File: config.mk
export PLATFORM = sky130hd
export DESIGN_NAME = tag_mem_array
export DESIGN_NICKNAME = d
export VERILOG_FILES = /design/src/rtl/tag_mem_array.sv
export SDC_FILE = /design/constraint.sdc
export NUM_CORES = 2
export LEC_CHECK = 0
export BUFFER_PORTS_ARGS = -buffer_cell sky130_fd_sc_hd__buf_2
export CELL_PAD_IN_SITES_DETAIL_PLACEMENT = 0
export CELL_PAD_IN_SITES_GLOBAL_PLACEMENT = 1
export CORE_MARGIN = 1.5
export CORE_UTILIZATION = 55
export DETAILED_ROUTE_END_ITERATION = 10
export PLACE_DENSITY = 0.89
export SKIP_CTS_REPAIR_TIMING = 1
export SYNTH_ARGS = -nofsm -noshare
export SYNTH_HDL_FRONTEND = slang
export SYNTH_SLANG_ARGS = --single-unit
File: constraint.sdc
create_clock -name clk -period 4.4 [get_ports clk]
set_input_delay 0.66 -clock clk [delete_from_list [all_inputs] [get_ports clk]]
set_output_delay 0.66 -clock clk [all_outputs]
set_load 0.01 [all_outputs]
File: src/rtl/tag_mem_array.sv
// ============================================================================
//  Module   : tag_mem_array
//  Purpose  : 3-bank x 64-word x 16-bit precharge/arm/write/sense tag memory
//  Revision : 1.0 - initial release
// ============================================================================
`default_nettype none

module tag_mem_array (
   input  logic        clk,
   input  logic        reset,
   input  logic        PC_B,
   input  logic        WE,
   input  logic        SE,
   input  logic [5:0]  mem_address,
   input  logic [2:0]  mem_sel,
   input  logic [15:0] mem_data_in,
   output logic [15:0] mem_read_out,
   output logic        mem_busy,
   output logic        prot_err
);

   localparam int NUM_BANKS = 3;
   localparam int NUM_WORDS = 64;

   typedef enum logic [2:0] {
      ST_IDLE      = 3'd0,
      ST_PRECHARGE = 3'd1,
      ST_ARMED     = 3'd2,
      ST_WRITE     = 3'd3,
      ST_SENSE     = 3'd4
   } state_t;

   state_t      state_q;
   logic [5:0]  addr_q;
   logic [2:0]  sel_q;
   logic [15:0] rdata_q;
   logic        prot_err_q;

   // Storage is deliberately outside the reset domain: contents are non-volatile.
   logic [15:0] mem_q [0:NUM_BANKS-1][0:NUM_WORDS-1];

   logic        w_sel_onehot;
   logic [1:0]  w_bank;
   logic        w_write;

   assign w_sel_onehot = (sel_q == 3'b001) || (sel_q == 3'b010) || (sel_q == 3'b100);
   assign w_bank       = sel_q[2] ? 2'd2 : (sel_q[1] ? 2'd1 : 2'd0);
   assign w_write      = (state_q == ST_ARMED) && WE && !SE && w_sel_onehot && !reset;

   always_ff @(posedge clk) begin
      if (w_write) begin
         mem_q[w_bank][addr_q] <= mem_data_in;
      end
   end

   always_ff @(posedge clk or posedge reset) begin
      if (reset) begin
         state_q    <= ST_IDLE;
         addr_q     <= 6'd0;
         sel_q      <= 3'd0;
         rdata_q    <= 16'd0;
         prot_err_q <= 1'b0;
      end else begin
         prot_err_q <= 1'b0;
         case (state_q)
            ST_IDLE: begin
               if (WE || SE) begin
                  prot_err_q <= 1'b1;
               end else if (!PC_B) begin
                  state_q <= ST_PRECHARGE;
                  addr_q  <= mem_address;
                  sel_q   <= mem_sel;
               end
            end
            ST_PRECHARGE: begin
               if (WE || SE) begin
                  prot_err_q <= 1'b1;
               end else if (!PC_B) begin
                  addr_q <= mem_address;
                  sel_q  <= mem_sel;
               end else begin
                  state_q <= ST_ARMED;
               end
            end
            ST_ARMED: begin
               if (WE || SE) begin
                  if ((WE && SE) || !w_sel_onehot) begin
                     prot_err_q <= 1'b1;
                     state_q    <= ST_IDLE;
                  end else if (WE) begin
                     state_q <= ST_WRITE;
                  end else begin
                     rdata_q <= mem_q[w_bank][addr_q];
                     state_q <= ST_SENSE;
                  end
               end else if (!PC_B) begin
                  state_q <= ST_PRECHARGE;
                  addr_q  <= mem_address;
                  sel_q   <= mem_sel;
               end
            end
            ST_WRITE: begin
               if (!WE) begin
                  state_q <= ST_IDLE;
               end
            end
            ST_SENSE: begin
               if (!SE) begin
                  state_q <= ST_IDLE;
               end
            end
            default: state_q <= ST_IDLE;
         endcase
      end
   end

   assign mem_read_out = rdata_q;
   assign prot_err     = prot_err_q;
   assign mem_busy     = (state_q != ST_IDLE);

endmodule

`default_nettype wire

==> run summary <==
status = finished, violations left
violated checks = setup timing
drt wl/cell = 29.5 um
Final Hold Viols = 0
most frequent cell after synthesis = edfxtp_1
Die Height = 474 um
GRT overflow = 0
GRT Util Overall = 0.286
core region area = 220000 um^2
Worst Hold Class = input port to flip-flop
crit path DAT = 5.20 ns
cell area after synthesis = 122000 um^2
Area growth, synth to finish = 12.5%
Buffers on Ports = 47
final slew viol count = 0
num ports = 48
DIE AREA = 225000 um^2
Clk Tree Root Cell = clkbuf_16
FF-to-FF End = mem_read_out[0]$_DFFE_PP0P_
Sink Count = 3101
Final Net Count = 7834
final core occ = 0.624
clock buffer count from CTS = 307
HPWL after DPL = 188 mm
Routed Antenna Nets = 0
layout cells sized above 1 = 0.154
CTS max path bufs = 4
final non-filler cell area = 137000 um^2
area leader, netlist = edfxtp_1
Worst Reg-to-Reg Cells = 9
vias in the first global route = 68600
clk_skew = 0.0457 ns
gpl congestion = 0.923
Netlist cell types = 55
Least-Margin Pin Slew = 1.25 ns
CTS tree = built
register area share after synthesis = 0.762
top cells by area, synth = edfxtp_1 (76%), mux2i_1 (5.7%), mux2_2 (3.1%), o22ai_1 (2.3%), o21ai_0 (2.0%)
Layout Cells excl Fill = 11000
RSZ-0062 raised after global routing = no
critical path type = flip-flop to flip-flop
latest clock arrival within the worst-skew pair = 0.98 ns
synthesized net count = 7559
min Tclk post-route = 4.43 ns
total wire length = 324 mm
Synth top area share = 0.756
Via Count = 71000
DRC Markers = 0
placed insts = 10400
CTS clk-pin slew, worst paths = 0.06 ns
Mean Syn Cell Area = 16.2 um^2
Hold Startpoint = SE
Placement Rows = 172
Initial Util = 0.554
Initial DRC Count = 10700
setup ws final = -0.0309 ns
First-pass DRT Iterations = 6
Via-to-Cell Ratio = 6.46
Setup crit start kind = flip-flop
ys flop type = edfxtp_1
synthesis-stage register bit count = 3101
fillers = 14900
Power per Cell Area = 544 nW/um^2
Worst Hold Depth = 3
Max Fclk = 0.226 GHz
setup slack, reg-to-reg = -0.03 ns
hold worst-path end = state_q[2]$_DFFE_PP0P_
max cap viols = 0
Cells after Synth = 7529
slew margin rel. = 0.160
Synth Warn # = 0
Chip Width = 474 um
pin count of the biggest net entering global routing = 187
Data required, critical path = 5.17 ns
global-route wire length before repair = 466 mm
Worst R2R Start = addr_q[1]$_DFFE_PP0P_
antenna violations before repair = 13
most frequent cells after synthesis = edfxtp_1 (3072), mux2i_1 (690), nor2_1 (557)
endpoints failing setup = 1
Power, Total = 0.0748 W
worst-path maximum fanout = 33
setup_tns = -0.0309 ns
Area after DPL = 128000 um^2
fin crit share = 1.01
VDD IR max = 0.533 mV
htree depth = 5
asr flop ratio synth = 0.00935
CP endpoint kind = flip-flop
Leak = 44.8 nW
Post-synth EDFFs = 3072
## how the worst max path moves through the flow
stage                          startpoint                      endpoint  slack (ns)  depth (start not counted)
finish              addr_q[1]$_DFFE_PP0P_   mem_read_out[0]$_DFFE_PP0P_       -0.03                          9
global route        addr_q[1]$_DFFE_PP0P_  mem_read_out[10]$_DFFE_PP0P_       0.007                          8
global placement    addr_q[1]$_DFFE_PP0P_  mem_read_out[12]$_DFFE_PP0P_       -0.57                          7
floorplan            sel_q[2]$_DFFE_PP0P_       mem_q[0][832]$_DFFE_PP_        0.82                          8
CTS                 addr_q[1]$_DFFE_PP0P_   mem_read_out[8]$_DFFE_PP0P_        0.05                          8
detailed placement  addr_q[1]$_DFFE_PP0P_   mem_read_out[8]$_DFFE_PP0P_        0.07                          8
## layout make-up
type / instances / area, um^2 / area share
multi-input combinational: 3922 / 26800 / 0.195
inverter: 6 / 30.0 / 0.000219
timing repair buffer: 466 / 4250 / 0.0309
tap: 2958 / 3700 / 0.0270
antenna: 5 / 12.5 / 0.0000911
clock buffer: 380 / 8170 / 0.0595
clock inverter: 153 / 1400 / 0.0102
sequential: 3101 / 93000 / 0.677
## layout by cell type, fill, tap and decap left out, types with 15 or more instances in the layout
master     count
edfxtp_1    3072
or4_1         15
nor2_1       556
nand3_1       22
clkinv_1      66
a21oi_1      277
a2111oi_0     15
clkbuf_16    316
bufinv_16     26
o21ai_0      499
mux2i_1      690
mux2_2       340
a211oi_1     329
buf_4        356
buf_2         31
dfrtp_1       27
clkinv_2      45
clkbuf_1      62
o22ai_1      439
nand2_1      210
nor2b_1      329
buf_12        58
a22oi_1       46
## layer usage
metal	share of wire	vias to the layer above	GRT usage
li1	-	30000	-
met1	0.37	35500	0.396
met2	0.46	4727	0.437
met3	0.12	729	0.0649
met4	0.045	12	0.125
met5	0.00024	-	0
## cell families after synthesis
logic type	count (synthesis)	share of synthesized area
compound gates	1674	0.0832
flops	3101	0.762
simple gates	1209	0.0463
xor+xnor	1	0.0000718
buf+inv	506	0.0195
mux	1038	0.0889
## critical path, cell delays in order (launching register included)
cell	delay [ns]
dfrtp_1	0.92
nor2_1	0.20
nand2_4	0.68
buf_4	0.41
o22ai_1	0.18
nor2_1	0.26
a21oi_1	0.11
buf_4	0.21
nor4_1	1.02
a31oi_1	0.18
## flip-flops by register name, indices dropped and copies added (netlist names)
| signal | flops |
|---|---|
| sel_q | 3 |
| state_q | 3 |
| mem_q | 3072 |
| prot_err | 1 |
| addr_q | 6 |
| mem_read_out | 16 |
## metrics by stage
step / setup slack [ns] / hold slack (ns)
after floorplan: 0.816 / 0.493
final: -0.0309 / 0.0194
after global routing: 0.00678 / 0.0258
after detailed placement: 0.0714 / 0.563
after CTS: 0.0490 / -0.403
after global placement: -0.574 / 0.554
## where the power goes
group | internal (W) | total, W | switching (W)
clock | 0.0147 | 0.0254 | 0.0107
sequential | 0.0326 | 0.0330 | 0.000406
combinational | 0.00533 | 0.0164 | 0.0111
total | 0.0526 | 0.0748 | 0.0222
Note: power is estimated with default switching activity, not from simulation.
